## src/rtl/pong_pkg.sv

```systemverilog
// Shared types, colours and default 640x480 timing for the pong renderer.
// The optional border is enabled by defining PONG_RENDER_BORDER_EN (see pong_frame_renderer).
package pong_pkg;

  typedef struct packed {
    logic [15:0] x;
    logic [15:0] y;
  } position_t;

  typedef logic [11:0] rgb12_t;

  localparam rgb12_t COL_BALL   = 12'hFFF;
  localparam rgb12_t COL_LEFT   = 12'h0F0;
  localparam rgb12_t COL_RIGHT  = 12'h00F;
  localparam rgb12_t COL_BORDER = 12'hF00;
  localparam rgb12_t COL_BG     = 12'h000;

  localparam int unsigned H_ACTIVE_DEF = 640;
  localparam int unsigned H_FP_DEF     = 16;
  localparam int unsigned H_SYNC_DEF   = 96;
  localparam int unsigned H_BP_DEF     = 48;
  localparam int unsigned V_ACTIVE_DEF = 480;
  localparam int unsigned V_FP_DEF     = 10;
  localparam int unsigned V_SYNC_DEF   = 2;
  localparam int unsigned V_BP_DEF     = 33;

  // 17-bit compare so that an object near 0xFFFF never wraps onto column/row 0.
  function automatic logic in_span(input logic [15:0] p, input logic [15:0] o,
                                   input logic [15:0] size);
    logic [16:0] p17;
    logic [16:0] lo;
    logic [16:0] hi;
    p17 = {1'b0, p};
    lo  = {1'b0, o};
    hi  = lo + {1'b0, size};
    return (p17 >= lo) && (p17 < hi);
  endfunction

endpackage

```

## src/rtl/vga_timing.sv

```systemverilog
// Raster counters, registered sync/active/pixel coordinates and the once-per-frame
// snapshot strobe (raised at the first pixel of the first blank line).
module vga_timing #(
  parameter int unsigned H_ACTIVE = pong_pkg::H_ACTIVE_DEF,
  parameter int unsigned H_FP     = pong_pkg::H_FP_DEF,
  parameter int unsigned H_SYNC   = pong_pkg::H_SYNC_DEF,
  parameter int unsigned H_BP     = pong_pkg::H_BP_DEF,
  parameter int unsigned V_ACTIVE = pong_pkg::V_ACTIVE_DEF,
  parameter int unsigned V_FP     = pong_pkg::V_FP_DEF,
  parameter int unsigned V_SYNC   = pong_pkg::V_SYNC_DEF,
  parameter int unsigned V_BP     = pong_pkg::V_BP_DEF
) (
  input  logic        clk_i,
  input  logic        rst_i,
  output logic [15:0] h_o,
  output logic [15:0] v_o,
  output logic        vis_o,
  output logic        capture_o,
  output logic        hsync_o,
  output logic        vsync_o,
  output logic        active_o,
  output logic [9:0]  pix_x_o,
  output logic [9:0]  pix_y_o,
  output logic        frame_tick_o
);

  localparam logic [15:0] H_ACT   = 16'(H_ACTIVE);
  localparam logic [15:0] H_LAST  = 16'(H_ACTIVE + H_FP + H_SYNC + H_BP - 1);
  localparam logic [15:0] HS_BEG  = 16'(H_ACTIVE + H_FP);
  localparam logic [15:0] HS_END  = 16'(H_ACTIVE + H_FP + H_SYNC);
  localparam logic [15:0] V_ACT   = 16'(V_ACTIVE);
  localparam logic [15:0] V_LAST  = 16'(V_ACTIVE + V_FP + V_SYNC + V_BP - 1);
  localparam logic [15:0] VS_BEG  = 16'(V_ACTIVE + V_FP);
  localparam logic [15:0] VS_END  = 16'(V_ACTIVE + V_FP + V_SYNC);

  logic [15:0] h_q, h_d, v_q, v_d;
  logic        hsync_q, hsync_d, vsync_q, vsync_d;
  logic        active_q, tick_q;
  logic [9:0]  pix_x_q, pix_y_q;

  always_comb begin
    h_d = h_q + 16'd1;
    v_d = v_q;
    if (h_q == H_LAST) begin
      h_d = '0;
      v_d = (v_q == V_LAST) ? '0 : v_q + 16'd1;
    end
  end

  assign vis_o     = (h_q < H_ACT) && (v_q < V_ACT);
  assign capture_o = (h_q == '0) && (v_q == V_ACT);
  assign hsync_d   = !((h_q >= HS_BEG) && (h_q < HS_END));
  assign vsync_d   = !((v_q >= VS_BEG) && (v_q < VS_END));

  always_ff @(posedge clk_i or posedge rst_i) begin
    if (rst_i) begin
      h_q      <= '0;
      v_q      <= '0;
      hsync_q  <= 1'b1;
      vsync_q  <= 1'b1;
      active_q <= 1'b0;
      pix_x_q  <= '0;
      pix_y_q  <= '0;
      tick_q   <= 1'b0;
    end else begin
      h_q      <= h_d;
      v_q      <= v_d;
      hsync_q  <= hsync_d;
      vsync_q  <= vsync_d;
      active_q <= vis_o;
      pix_x_q  <= h_q[9:0];
      pix_y_q  <= v_q[9:0];
      tick_q   <= capture_o;
    end
  end

  assign h_o          = h_q;
  assign v_o          = v_q;
  assign hsync_o      = hsync_q;
  assign vsync_o      = vsync_q;
  assign active_o     = active_q;
  assign pix_x_o      = pix_x_q;
  assign pix_y_o      = pix_y_q;
  assign frame_tick_o = tick_q;

endmodule

```

## src/rtl/pong_frame_renderer.sv

```systemverilog
// Pong renderer: per-frame position snapshots, object hit tests and colour mux.
// Define PONG_RENDER_BORDER_EN to draw a 2-pixel red border around the visible area.
module pong_frame_renderer #(
  parameter int unsigned H_ACTIVE  = pong_pkg::H_ACTIVE_DEF,
  parameter int unsigned H_FP      = pong_pkg::H_FP_DEF,
  parameter int unsigned H_SYNC    = pong_pkg::H_SYNC_DEF,
  parameter int unsigned H_BP      = pong_pkg::H_BP_DEF,
  parameter int unsigned V_ACTIVE  = pong_pkg::V_ACTIVE_DEF,
  parameter int unsigned V_FP      = pong_pkg::V_FP_DEF,
  parameter int unsigned V_SYNC    = pong_pkg::V_SYNC_DEF,
  parameter int unsigned V_BP      = pong_pkg::V_BP_DEF,
  parameter int unsigned BALL_SIZE = 5,
  parameter int unsigned PADDLE_W  = 5,
  parameter int unsigned PADDLE_H  = 32
) (
  input  logic        clk,
  input  logic        rst,
  input  logic [31:0] ballPosition,
  input  logic [31:0] leftPaddlePosition,
  input  logic [31:0] rightPaddlePosition,
  output logic        frameTick,
  output logic        hsync,
  output logic        vsync,
  output logic        videoActive,
  output logic [9:0]  pixelX,
  output logic [9:0]  pixelY,
  output logic [11:0] rgb
);
  import pong_pkg::*;

  localparam logic [15:0] BALL_W = 16'(BALL_SIZE);
  localparam logic [15:0] PAD_W  = 16'(PADDLE_W);
  localparam logic [15:0] PAD_H  = 16'(PADDLE_H);

  logic [15:0] h, v;
  logic        vis, capture;
  position_t   ball_q, left_q, right_q;
  rgb12_t      rgb_q, rgb_d;
  logic        ball_hit, left_hit, right_hit;

  vga_timing #(
    .H_ACTIVE(H_ACTIVE), .H_FP(H_FP), .H_SYNC(H_SYNC), .H_BP(H_BP),
    .V_ACTIVE(V_ACTIVE), .V_FP(V_FP), .V_SYNC(V_SYNC), .V_BP(V_BP)
  ) u_timing (
    .clk_i        (clk),
    .rst_i        (rst),
    .h_o          (h),
    .v_o          (v),
    .vis_o        (vis),
    .capture_o    (capture),
    .hsync_o      (hsync),
    .vsync_o      (vsync),
    .active_o     (videoActive),
    .pix_x_o      (pixelX),
    .pix_y_o      (pixelY),
    .frame_tick_o (frameTick)
  );

  // Positions are sampled once per frame so a mid-frame update never tears the image.
  always_ff @(posedge clk or posedge rst) begin
    if (rst) begin
      ball_q  <= '0;
      left_q  <= '0;
      right_q <= '0;
      rgb_q   <= COL_BG;
    end else begin
      if (capture) begin
        ball_q  <= position_t'(ballPosition);
        left_q  <= position_t'(leftPaddlePosition);
        right_q <= position_t'(rightPaddlePosition);
      end
      rgb_q <= rgb_d;
    end
  end

  assign ball_hit  = in_span(h, ball_q.x, BALL_W) && in_span(v, ball_q.y, BALL_W);
  assign left_hit  = in_span(h, left_q.x, PAD_W) && in_span(v, left_q.y, PAD_H);
  assign right_hit = in_span(h, right_q.x, PAD_W) && in_span(v, right_q.y, PAD_H);

  // Later assignments win, so lowest priority comes first.
  always_comb begin
    rgb_d = COL_BG;
`ifdef PONG_RENDER_BORDER_EN
    if ((h < 16'd2) || (h >= 16'(H_ACTIVE - 2)) || (v < 16'd2) || (v >= 16'(V_ACTIVE - 2)))
      rgb_d = COL_BORDER;
`else
`endif
    if (right_hit) rgb_d = COL_RIGHT;
    if (left_hit)  rgb_d = COL_LEFT;
    if (ball_hit)  rgb_d = COL_BALL;
    if (!vis)      rgb_d = COL_BG;
  end

  assign rgb = rgb_q;

endmodule

```

## config.mk

```make
export PLATFORM = sky130hd
export DESIGN_NAME = pong_frame_renderer
export DESIGN_NICKNAME = d
export VERILOG_FILES = /design/src/rtl/pong_pkg.sv /design/src/rtl/vga_timing.sv /design/src/rtl/pong_frame_renderer.sv
export SDC_FILE = /design/constraint.sdc
export NUM_CORES = 1
export LEC_CHECK = 0
export ABC_AREA = 1
export CORE_MARGIN = 4
export CORE_UTILIZATION = 60
export DETAILED_ROUTE_END_ITERATION = 8
export PLACE_DENSITY = 0.88
export SLEW_MARGIN = 20
export SYNTH_ARGS = -nofsm -noshare
export SYNTH_HDL_FRONTEND = slang
export SYNTH_HIERARCHICAL = 1
export SYNTH_SLANG_ARGS = --single-unit
```

## constraint.sdc

```tcl
create_clock -name clk -period 9.2 [get_ports clk]
set_input_delay 1.84 -clock clk [delete_from_list [all_inputs] [get_ports clk]]
set_output_delay 1.84 -clock clk [all_outputs]
set_load 0.1 [all_outputs]
```

==> flow_summary.ini <==
[finish]
postLayoutCellArea_um2 = 14300
multi_input_area_um2 = 7350
n_antenna_cell = 0
final_nets = 2012
seq_area_um2 = 3880
syn2layout_area_growth_pct = 17.4
final_core_utilization_pct = 72.7
drive_above_1_share_pct = 5.01
n_fill_cell = 1465

[synthesis]
yosysSeqAreaShare_pct = 31.8
syn_nets = 1890
synth-edff-count = 0
synth_top_area_cell = dfrtp_1
synth_area_leaders = dfrtp_1 (31%), ha_1 (20%), nand2_1 (12%), inv_1 (6.3%), xor2_1 (5.4%)
syn_area_per_cell_um2 = 7.64
synthFlopType = dfrtp_1
synth.cell_area_um2 = 12200
synth-async-reset-ratio_pct = 100
ys_warn_count = 6
synth_cell_types = 43
ys_ff_latch = 155
synth_top_area_share_pct = 31.3
synthCells = 1600

[routing]
remaining_drc_errors = 0
vias = 11362
first_pass_iters = 5
via_per_inst = 5.68
ant_nets = 0
wire_per_inst_um = 15.9
finalWirelength_mm = 31.9
drtIter0Drc = 904

[clock_network]
clk_latency_ps = 440
hold_buffers = 0
htree_levels = 4
root_buffer = clkbuf_16
ctsResizeCount = 0
clkTransAtPathRegs_ps = 70
cts_buffer_depth = 2
cts_num_sinks = 155
cts_buffers = 17
post_cts_buffers = 0
cts_tree = done

[floorplan]
dieArea_um2 = 22700
die_w_um = 151
pin_count = 134
core.rowCount = 51
die_y_um = 151
initial_core_util_pct = 62.0
core_um2 = 19700

[pwr]
vdd_ir_drop_max_v = 0.000119
powerDensity_nw_per_um2 = 103
power.leakage_nw = 7.78

[critical_path]
endpoint_kind = primary output
crit_fanout = 1
required_ps = 7360
cp-start-kind = register
worst-path-buf-inv = 1
crit_chain = clkdlybuf4s50_1
critPathArrivalTime_ps = 2090
crit_type = register to primary output
path_depth = 1
critical-path-max-stage-delay_ps = 1120
worst_path_max_delay_cell = clkdlybuf4s50_1
r2r_cells = 9
critical_path.top_delay_family = buffers and inverters

[global_routing]
grt_pass1_vias = 11272
grt-ovfl-total = 0
grt_pass1_wl_mm = 52.4
grt_usage_pct = 28.7
grt_antenna_before_repair = 0
grt_max_degree = 101

[sta]
finalCriticalPeriod_ps = 3930
tns_ps = 0
skew_ps = 9.61
hold_viol_final = 0
max_clock_freq_mhz = 255
worstMarginPinSlew_ps = 988
setup_viol = 0
setup_slack_ps = 5270
slew_viol_final = 0
rsz0062_at_grt = no
maxSlewHeadroom_pct = 34.0
period_share_pct = 42.7

[placement]
pre_cts_slack_ps = 5530
numPortBuffers = 133
place_congestion = 0.982
dpl_cell_area_um2 = 13700
dpl.hpwl_mm = 23.6

[run]
maxCapViolations = 0

[worst_hold_path]
hold_depth = 0
min_path_type = register to register

[outcome]
status = finished, final reports clean
==> cells by family (layout without fill, tap and decap cells) <==
logic type	after synthesis	count (layout)	share of synthesized area, %
compound gates	238	238	10.3
mux	2	2	0.184
simple gates	686	686	24.4
fa+ha+maj	192	192	19.7
buf+inv	250	385	8.16
xor+xnor	77	77	5.52
flops	155	155	31.8
==> layer usage <==
metal	global-route usage, %	up-vias	share of wire [%]
met4	10.9	0	2.9
met1	36.6	5356	43
met3	4.52	87	6.5
li1	-	5497	-
met5	0	-	0
met2	49.0	422	48
==> registers in the layout (all words and copies together) (netlist names) <==
signal,cells
u_timing/active_o,1
ball_q,32
left_q,32
u_timing/frame_tick_o,1
u_timing/h_o,16
u_timing/pix_x_o,10
u_timing/pix_y_o,10
u_timing/vsync_o,1
right_q,32
u_timing/v_o,16
rgb,3
u_timing/hsync_o,1
==> cell usage after synthesis (3+ instances only) <==
master and number:
ha_1 192, xor2_1 75, o21ai_1 9, a21oi_1 77
a21o_1 4, o21a_1 4, nor3_2 4, nand3b_1 6
nand2_2 5, nor3_1 41, nor2_2 10, o21ai_0 128
inv_1 206, buf_4 9, nor2_1 120, buf_6 3
clkbuf_1 20, nor4_1 6, inv_2 9, nand3_1 71
nand4_1 30, o21ai_2 8, dfrtp_1 153, nand2_1 381
o21bai_1 3
==> worst paths after layout <==
kind | startpoint | endpoint | slack [ps]
min in group asynchronous | rst | left_q[26] | 1790
worst max register to register | u_timing/v_o[1] | ball_q[20] | 5500
max in group asynchronous | rst | left_q[7] | 6140
worst min register to register | u_timing/h_o[0] | u_timing/pix_x_o[0] | 510
worst max-delay path | u_timing/vsync_o | vsync | 5270
worst min-delay path | u_timing/h_o[0] | u_timing/pix_x_o[0] | 510
==> per-stage QoR <==
stage / std cells / hold slack (ps) / power [mW]
2_1_floorplan: 1600 / 438 / 0.704
3_3_place_gp: 1968 / 476 / 0.752
3_5_place_dp: 1968 / 476 / 0.752
4_1_cts: 2000 / 493 / 1.48
5_1_grt: 2000 / 524 / 1.51
6_report: 2000 / 511 / 1.48
==> cell type report <==
| cell class | instances | area share, % |
|---|---|---|
| Tap cell | 265 | 2.31 |
| Sequential cell | 155 | 27.1 |
| Clock inverter | 15 | 1.27 |
| Multi-Input combinational cell | 1195 | 51.2 |
| Timing Repair Buffer | 137 | 9.49 |
| Clock buffer | 17 | 2.97 |
| Inverter | 216 | 5.67 |
==> layout by cell type (no fill, tap or decap), types with 3 or more instances in the layout <==
master             n
nor3_2             4
nand3b_1           6
a21oi_1           77
xor2_1            75
nor3_1            41
nor4_1             6
o21ai_2            8
inv_2             10
nor2_2            10
dfrtp_1          153
nand2_1          381
o21ai_0          128
o21bai_1           3
nand2_2            5
clkdlybuf4s50_1  133
nand3_1           71
nand4_1           30
inv_1            204
a21o_1             4
ha_1             192
o21a_1             4
o21ai_1            9
buf_4              4
inv_6              7
clkbuf_16         17
nor2_1           119
==> power breakdown <==
group	total [mW]	internal, mW	switching, mW
clock network	0.739	0.412	0.327
registers	0.681	0.681	0
logic	0.0570	0.0363	0.0207
total	1.48	1.13	0.347
(Power assumes the default switching activity.)
==> variant, RTL diff (config.mk and constraints unchanged) <==
Put a register stage on the output `pixelY`, cleared by the reset. The value now appears one clock later. The other outputs are not delayed to match.
--- a/src/rtl/pong_frame_renderer.sv
+++ b/src/rtl/pong_frame_renderer.sv
@@ -34,2 +34,4 @@
 
+  logic [9:0] pixelY_d;
+
   logic [15:0] h, v;
@@ -54,3 +56,3 @@
     .pix_x_o      (pixelX),
-    .pix_y_o      (pixelY),
+    .pix_y_o      (pixelY_d),
     .frame_tick_o (frameTick)
@@ -95,2 +97,10 @@
 
+  always_ff @(posedge clk or posedge rst) begin
+    if (rst) begin
+      pixelY <= '0;
+    end else begin
+      pixelY <= pixelY_d;
+    end
+  end
+
 endmodule
Check against the original RTL: same outputs for any inputs over 10 cycles, from zero or initial values and one cycle with rst high; that may be too few to reach the edited logic, so the function may still have changed.
==> variant against the original RTL <==
Critical path depth unchanged. Clock power hardly changed. Design area grew 1.4%. Wire length increased by 0.34%. Worst setup slack better by 17 ps. Combinational power increased by 3%. Power grew 3.2%. Synthesized area grew 1.7%. Via count down 1.2%. Global-route usage fell by 0.98 points. Sequential cell count rose by 10. Fmax increased by 0.42%. Largest power group unchanged. Highest routed layer unchanged.
==> variant: results (changes against the original RTL) <==
Reg2Reg Setup Slack: 5530 ps (was 5500 ps)
fillers: 1529 (was 1465)
Pre-Repair DR Iteration Count: 8 (was 5)
met3 usage: 4.49% (was 4.52%)
hold slack: 349 ps (was 511 ps)
All-Layer GR Usage: 27.7% (was 28.7%)
DR WL/cell: 16.0 um (was 15.9 um)
min-delay src: u_timing/pix_y_o[7]$_DFF_PP0_ (was u_timing/h_o[0]$_DFF_PP0_)
clkbuf count: 24 (was 17)
number of global-route vias before repair: 11.1k (was 11.3k)
fraction of standard cell area in multi-input logic: 50.1% (was 51.2%)
R2R Path Start: u_timing/v_o[8]$_DFFE_PP0N_ (was u_timing/v_o[1]$_DFFE_PP0N_)
multi-input gates: 1176 (was 1195)
sequential power: 0.000726 W (was 0.000681 W)
post-synthesis cell type count: 42 (was 43)
GP Congestion: 0.960 (was 0.982)
Inst Count DP: 1967 (was 1968)
sequential area share after synthesis: 33.3% (was 31.8%)
detailed router's first-iteration violation count: 809 (was 904)
Worst Path Arrival: 2070 ps (was 2090 ps)
WL met2: 15.0 mm (was 15.2 mm)
met3 WL post-DR: 2.40 mm (was 2.08 mm)
sw power: 0.000321 W (was 0.000347 W)
Via density: 5.62 (was 5.68)
grt met1 use: 37.6% (was 36.6%)
outcome: complete, no violations (unchanged)
seq_cells: 165 (was 155)
Endpoint, Worst Hold: pixelY[7]$_DFF_PP0_ (was u_timing/pix_x_o[0]$_DFF_PP0_)
commonest cells in the netlist: nand2_1, inv_1, ha_1 (unchanged)
Cells after Synth: 1594 (was 1600)
-- variant: changes by cell type in the layout (fill, tap and decap cells not counted), sizes merged, moves of 4 or more --
| cell | unedited run | this run |
|---|---|---|
| dfrtp | 153 | 163 |
| nand3 | 73 | 77 |
| inv | 224 | 220 |
| nand2 | 386 | 378 |
| nor2 | 132 | 115 |
| o211ai | 0 | 4 |
| clkbuf | 17 | 24 |
| nor3 | 45 | 50 |
-- variant: cells by family after synthesis --
logic type      after synthesis  synth area share [%]
compound gates              236                  10.2
simple gates                669                  23.4
fa+ha+maj                   192                  19.3
mux                           2                 0.181
buf+inv                     253                  8.12
flops                       165                  33.3
xor+xnor                     77                  5.43
-- variant: stage by stage --
step	setup WS [ps]	instance area, um2	power (W)	util (%)
finish	5290	14500	0.00152	71.6
global route	5190	14500	0.00157	71.6
CTS	5280	14500	0.00153	71.6
detailed placement	5520	13900	0.000799	68.7
global placement	5590	13900	0.000798	68.7
floorplan	4490	12400	0.000750	-
